[src/rtl/fft_dec.sv]
// Dominant-frequency detector: L1 magnitude per bin, peak search over bins 1..FFT_SIZE/2-1,
// peak index scaled to Hz. Define FFTDEC_THRESH_EN to report 0 Hz for peaks below MAG_THRESH.
module fft_dec #(
    parameter int BIT_WIDTH  = 16,
    parameter int N          = 9,
    parameter int FFT_SIZE   = 512,
    parameter int FS         = 48000,
    parameter int MAG_THRESH = 64
) (
    input  logic                   clk,
    input  logic                   reset,
    input  logic                   fft_done,
    input  logic [2*BIT_WIDTH-1:0] fft_result,
    output logic [BIT_WIDTH:0]     frequency,
    output logic                   note_dec
);

    localparam int MW     = BIT_WIDTH + 1;
    localparam int PW_MIN = N + $clog2(FS + 1);
    // Product is kept at least one bit wider than the output so saturation is detectable.
    localparam int PW     = (PW_MIN > MW) ? PW_MIN : MW + 1;

    localparam logic [N-1:0]  LAST_IDX = N'(FFT_SIZE - 1);
    localparam logic [N-1:0]  HALF_IDX = N'(FFT_SIZE / 2);
    localparam logic [PW-1:0] FS_W     = PW'(FS);
    localparam logic [PW-1:0] FREQ_MAX = (PW'(1) << MW) - PW'(1);

    if (FFT_SIZE != (1 << N) || MAG_THRESH < 0) begin : g_bad_cfg
        $error("fft_dec: FFT_SIZE must equal 2**N and MAG_THRESH must be non-negative");
    end

    // Input tagging and magnitude approximation
    logic [N-1:0]  bin_cnt_reg;
    logic [MW-1:0] comp_abs [2];
    logic [MW-1:0] mag_next;

    for (genvar gi = 0; gi < 2; gi++) begin : g_abs
        logic [MW-1:0] comp_ext;
        assign comp_ext     = {fft_result[gi*BIT_WIDTH + BIT_WIDTH - 1],
                               fft_result[gi*BIT_WIDTH +: BIT_WIDTH]};
        assign comp_abs[gi] = comp_ext[MW-1] ? (~comp_ext + MW'(1)) : comp_ext;
    end

    // Each |component| is at most 2^(BIT_WIDTH-1), so the sum fits in MW bits.
    assign mag_next = comp_abs[0] + comp_abs[1];

    always_ff @(posedge clk or posedge reset) begin
        if (reset) begin
            bin_cnt_reg <= '0;
        end else if (fft_done) begin
            bin_cnt_reg <= (bin_cnt_reg == LAST_IDX) ? '0 : bin_cnt_reg + N'(1);
        end
    end

    // Stage 1: magnitude with its bin index
    logic          s1_valid_reg;
    logic [N-1:0]  s1_idx_reg;
    logic [MW-1:0] s1_mag_reg;

    always_ff @(posedge clk or posedge reset) begin
        if (reset) begin
            s1_valid_reg <= 1'b0;
            s1_idx_reg   <= '0;
            s1_mag_reg   <= '0;
        end else begin
            s1_valid_reg <= fft_done;
            if (fft_done) begin
                s1_idx_reg <= bin_cnt_reg;
                s1_mag_reg <= mag_next;
            end
        end
    end

    // Stage 2: running peak over the positive half; index 0 restarts the search
    logic [MW-1:0] peak_mag_reg;
    logic [N-1:0]  peak_idx_reg;
    logic          s2_last_reg;

    always_ff @(posedge clk or posedge reset) begin
        if (reset) begin
            peak_mag_reg <= '0;
            peak_idx_reg <= '0;
            s2_last_reg  <= 1'b0;
        end else begin
            s2_last_reg <= s1_valid_reg && (s1_idx_reg == LAST_IDX);
            if (s1_valid_reg) begin
                if (s1_idx_reg == '0) begin
                    peak_mag_reg <= '0;
                    peak_idx_reg <= '0;
                end else if (s1_idx_reg < HALF_IDX && s1_mag_reg > peak_mag_reg) begin
                    peak_mag_reg <= s1_mag_reg;
                    peak_idx_reg <= s1_idx_reg;
                end
            end
        end
    end

    // Stage 3a: scale the winning index; captured before the next frame's index 0 clears the peak
    logic          s3_valid_reg;
    logic [PW-1:0] s3_prod_reg;
`ifdef FFTDEC_THRESH_EN
    logic [MW-1:0] s3_mag_reg;
`endif

    always_ff @(posedge clk or posedge reset) begin
        if (reset) begin
            s3_valid_reg <= 1'b0;
            s3_prod_reg  <= '0;
`ifdef FFTDEC_THRESH_EN
            s3_mag_reg   <= '0;
`endif
        end else begin
            s3_valid_reg <= s2_last_reg;
            if (s2_last_reg) begin
                s3_prod_reg <= PW'(peak_idx_reg) * FS_W;
`ifdef FFTDEC_THRESH_EN
                s3_mag_reg  <= peak_mag_reg;
`endif
            end
        end
    end

    // Stage 3b: truncate, saturate and publish
    logic [PW-1:0] quot;
    logic [MW-1:0] freq_next;
    logic [MW-1:0] freq_reg;
    logic          note_reg;

    assign quot = s3_prod_reg >> N;

    always_comb begin
        freq_next = (quot > FREQ_MAX) ? {MW{1'b1}} : quot[MW-1:0];
`ifdef FFTDEC_THRESH_EN
        if (s3_mag_reg < MW'(MAG_THRESH)) begin
            freq_next = '0;
        end
`endif
    end

    always_ff @(posedge clk or posedge reset) begin
        if (reset) begin
            freq_reg <= '0;
            note_reg <= 1'b0;
        end else begin
            note_reg <= s3_valid_reg;
            if (s3_valid_reg) begin
                freq_reg <= freq_next;
            end
        end
    end

    assign frequency = freq_reg;
    assign note_dec  = note_reg;

endmodule

[config.mk]
export PLATFORM = sky130hd
export DESIGN_NAME = fft_dec
export DESIGN_NICKNAME = d
export VERILOG_FILES = /design/src/rtl/fft_dec.sv
export SDC_FILE = /design/constraint.sdc
export NUM_CORES = 1
export LEC_CHECK = 0
export ABC_CLOCK_PERIOD_IN_PS = 3900
export BUFFER_PORTS_ARGS = -buffer_cell sky130_fd_sc_hd__buf_2
export CORE_UTILIZATION = 40
export CTS_BUF_LIST = sky130_fd_sc_hd__clkbuf_8
export DETAILED_ROUTE_END_ITERATION = 6
export PLACE_DENSITY = 0.64
export SETUP_SLACK_MARGIN = 0.1
export SYNTH_ARGS = -nofsm -noshare
export SYNTH_HDL_FRONTEND = slang
export SYNTH_SLANG_ARGS = --single-unit
[constraint.sdc]
create_clock -name clk -period 3.9 [get_ports clk]
set_input_delay 0.39 -clock clk [delete_from_list [all_inputs] [get_ports clk]]
set_output_delay 0.39 -clock clk [all_outputs]
set_load 0.01 [all_outputs]
; After elaboration in Yosys (flattened, before gate mapping)
; Index checks and enable logic that the tools add are counted.
[word_totals]
out_inout_bits = 18
input_bits = 35
elab_cells = 36
ff_bits = 100
[op_classes]
n_bitwise = 2
mul = 1
muxes = 8
add_sub_neg = 4
eq_ne = 2
order_cmp = 3
reduce_logical = 5
[op_table]
columns = operator, n
row1 = 2-to-1 mux 17 bit, 5
row2 = adder 17 x 1 -> 17 bit (second input constant), 2
row3 = NOT 17 bit, 2
row4 = 2-to-1 mux 9 bit, 3
row5 = == test 9 bit (second input constant), 2
row6 = multiplier 9 x 9 -> 18 bit (second input constant), 1
row7 = adder 17 bit, 1
row8 = > comparator 16 x 17 -> 1 bit (second input constant), 1
row9 = > comparator 17 bit, 1
row10 = adder 9 x 1 -> 9 bit (second input constant), 1
row11 = zero test 9 bit, 1
row12 = less-than comparator 9 bit (second input constant), 1
row13 = logical AND 1 bit, 2
row14 = AND reduction 2 bit, 1
row15 = nonzero test 2 bit, 1

; Depth between registers and ports, before layout
[depth]
ltp_word = 4
ltp_mapped = 15
ltp_nobuf = 15

; Worst setup path before layout
; No wires, ideal clock.
[synth_timing]
path_type = register to register
from = reg peak_idx_reg[6]
to = reg s3_prod_reg[24]
stages_incl_launch_ff = 15
arrival_ns = 4.212
path_slack_ns = -0.437
setup_ns = 0.125
synth_period_minus_slack_ns = 4.337
n_path_buf = 0
cell_sequence = dfrtp_1 fa_1 inv_1 fa_1 inv_1 fa_1 inv_1 fa_1 inv_1 ha_1 o31a_1 a311oi_1 o21ai_0 xor2_1 mux2_2
[synth_between]
elab_chain_cells = 1
[synth_lines]
columns = item, line
row1 = start: declaration, 76  ; logic [N-1:0] peak_idx_reg;
row2 = start signal: assignment, 92  ; peak_idx_reg <= s1_idx_reg;
row3 = multiplier 9 x 9 -> 18 bit, 115  ; s3_prod_reg <= PW'(peak_idx_reg) * FS_W;
row4 = end signal: assignment, 115
row5 = end: declaration, 100  ; logic [PW-1:0] s3_prod_reg;
; No other way between the ends.
; A chain may end at the register's enable or synchronous reset.

; Worst setup path after layout
[layout_timing]
from = reg peak_idx_reg[6]
to = reg s3_prod_reg[21]
; Same word-level chain as after synthesis.

==> impl_metrics.py <==
metrics = {
    "clocking": {
        "cts.sinks": 97,
        "clockBufferDepth": 2,
        "numCtsBuffers": 9,
        "clkTransAtPathRegs_ns": 0.10,
        "cts_hold_buffers": 0,
        "ctsHtreeMaxLevel": 3,
        "cts_root_buf": "clkbuf_8",
        "cts_tree": "yes",
        "clk_latency_ns": 0.39,
    },
    "timing": {
        "maxSlewHeadroom_pct": 50.28,
        "rsz0062_at_grt": "true",
        "hold_ws_ns": 0.01096,
        "drv_slew": 0,
        "hold_viol_final": 0,
        "finClkSkew_ns": 0.01081,
        "timing.final.ws_setup_ns": -0.1608,
        "fin_crit_ns": 4.061,
        "finalCritPeriodShare_pct": 104.1,
        "finalSetupViolCount": 6,
        "fmax_mhz": 246.3,
        "tightestPinTransition_ns": 0.7459,
        "tns_ns": -0.5860,
    },
    "placed_design": {
        "gp_congestion": 0.8223,
        "port_buffers": 51,
        "dpl_worst_slack_ns": -0.1844,
        "placed_area_um2": 8264,
        "hpwlAfterDp_mm": 10.88,
    },
    "finish": {
        "area_growth_pct": 15.22,
        "num-nets-final": 978,
        "fin_area_um2": 8572,
        "drive_above_1_share_pct": 23.64,
        "fillers": 1712,
        "regArea_um2": 2436,
        "multi_input_area_um2": 4646,
        "diodes": 0,
    },
    "setup_path": {
        "critical_path_arrival_ns": 4.36,
        "startpoint": "peak_idx_reg[6]",
        "crit_type": "register to register",
        "worst-r2r-cell-count": 13,
        "cp_num_cells": 13,
        "rr_endpoint": "s3_prod_reg[21]",
        "path_cells": "fa_1, inv_1, fa_1, fa_1, fa_1, inv_2, ha_4, o21a_1, o31a_1, o31a_1, o211a_1, o21a_1, o31ai_1",
        "crit_buf_inv": 2,
        "critPathSlowestCell": "fa_1",
        "timing.rr.start": "peak_idx_reg[6]",
        "endpoint_kind": "register",
        "worst-r2r-setup-slack_ns": -0.16,
        "crit_top_cell": "fa_1",
        "worstPathRequired_ns": 4.20,
        "slowest_delay_ns": 0.54,
        "endpoint": "s3_prod_reg[21]",
        "cp-start-kind": "register",
        "cp_max_fo": 6,
        "cp_top_family": "adder cells",
    },
    "global_route": {
        "grt_max_degree": 38,
        "grt_pass1_wl_mm": 24.99,
        "grt_usage_pct": 15.92,
        "grt-ovfl-total": 0,
        "grt_pass1_vias": 5417,
        "antenna_found_initial": 0,
    },
    "synthesis": {
        "ys_seq_area_share_pct": 32.63,
        "async_flop_share_pct": 100.0,
        "synth_seq_cells": 97,
        "yosysTopAreaCell": "dfrtp_1",
        "synth_nets": 893,
        "syn_area_per_cell_um2": 10.07,
        "synth_enable_flop_cells": 0,
        "synth_top_area_share_pct": 32.63,
        "yosys_warnings": 0,
        "synth_ff_type": "dfrtp_1",
        "synthesis.area_um2": 7440,
        "synth_cells": 739,
        "synthTopCellsByArea": "dfrtp_1 33%, ha_1 14%, fa_1 9.1%",
        "ys_types": 64,
    },
    "die": {
        "die_height_um": 138.4,
        "core_area_um2": 18090,
        "core.rowCount": 49,
        "die_w_um": 138.4,
        "initial_core_util_pct": 41.13,
        "ios": 53,
        "die_area_um2": 19150,
    },
    "outcome": {
        "violations": "design-rule violations, negative setup slack",
        "status": "complete, but fails checks",
    },
    "detailed_routing": {
        "route.detailed.drc": 6,
        "drt-initial-drc-count": 167,
        "vias_per_cell": 4.958,
        "first_pass_iters": 6,
        "routed_wl_mm": 13.73,
        "num_vias": 5246,
        "routedWlPerCell_um": 12.98,
        "ant_nets": 0,
    },
    "run": {
        "cap_violations": 0,
    },
    "worst_hold_path": {
        "worstHoldPathType": "input pin to asynchronous set/reset pin",
    },
}
-- layout make-up --
cell class	count	share of cell area, %
inverter	111	4.890
tap	229	3.343
sequential	97	28.42
clock inverter	6	1.153
timing repair buffer	90	6.393
clock buffer	10	1.606
multi-input combinational	515	54.20
-- cell usage after synthesis, drive strengths merged, types with 6 or more instances --
cell type / instances
nand2b: 6
nor2: 28
o21ai: 35
ha: 85
clkbuf: 11
o21a: 9
nand4: 7
o31ai: 8
fa: 34
inv: 111
a21oi: 27
xnor2: 36
mux2i: 18
nand3: 6
nor3: 11
dfrtp: 97
a211oi: 8
nand2: 62
mux2: 50
a21o: 12
-- kinds of logic after synthesis --
kind of cell	Yosys count	share of synthesized area [%]
AND/OR/NAND/NOR	150	9.738
AO/OA/AOI/OAI	136	12.56
buffers and inverters	127	6.609
adder cells (fa/ha/maj)	119	23.44
flip-flops	97	32.63
multiplexers	68	10.14
XOR/XNOR	41	4.827
other	1	0.05041
-- repair_timing --
item	in CTS	in global routing
endpoints found under the setup margin	9	9
setup buffers	1	1
pin swaps	12	6
gates resized for setup	8	7
-- layer usage --
metal  global-route usage, %  wire length, µm
met2                   27.89             6792
met1                   19.90             6395
met4                   5.736              231
met5                       0                0
met3                   2.355              308
-- through the flow --
| stage | instances | utilization [%] |
|---|---|---|
| 2_1_floorplan | 739 | - |
| 3_3_place_gp | 1040 | 45.69 |
| 3_5_place_dp | 1040 | 45.69 |
| 4_1_cts | 1057 | 47.21 |
| 5_1_grt | 1058 | 47.40 |
| 6_report | 1058 | 47.40 |
-- layout by cell type (no fill, tap or decap), types with 10 or more instances in the layout --
| master | Yosys | layout |
|---|---|---|
| a21o_1 | 12 | 12 |
| nor2_1 | 28 | 27 |
| dfrtp_1 | 97 | 90 |
| a21oi_1 | 27 | 27 |
| ha_1 | 85 | 80 |
| mux2i_1 | 18 | 18 |
| inv_1 | 111 | 107 |
| buf_2 | 0 | 51 |
| xnor2_1 | 36 | 36 |
| clkbuf_8 | 0 | 10 |
| nand2_1 | 62 | 62 |
| mux2_2 | 47 | 47 |
| buf_4 | 2 | 39 |
| o21ai_0 | 34 | 29 |
| fa_1 | 34 | 33 |
-- how the worst min path moves through the flow --
stage	to	from	slack, ns	cells past startpoint
3_5_place_dp	frequency[15]	reset	0.45	2
6_report	frequency[14]	reset	0.01	2
3_3_place_gp	frequency[14]	reset	0.45	2
5_1_grt	frequency[14]	reset	0.04	2
4_1_cts	frequency[14]	reset	0.01	2
2_1_floorplan	note_dec	s3_valid_reg	0.35	0
Power is left out: the tool's default activity adds up to more than one toggle a clock period on the data nets, which glitch-free logic cannot reach.
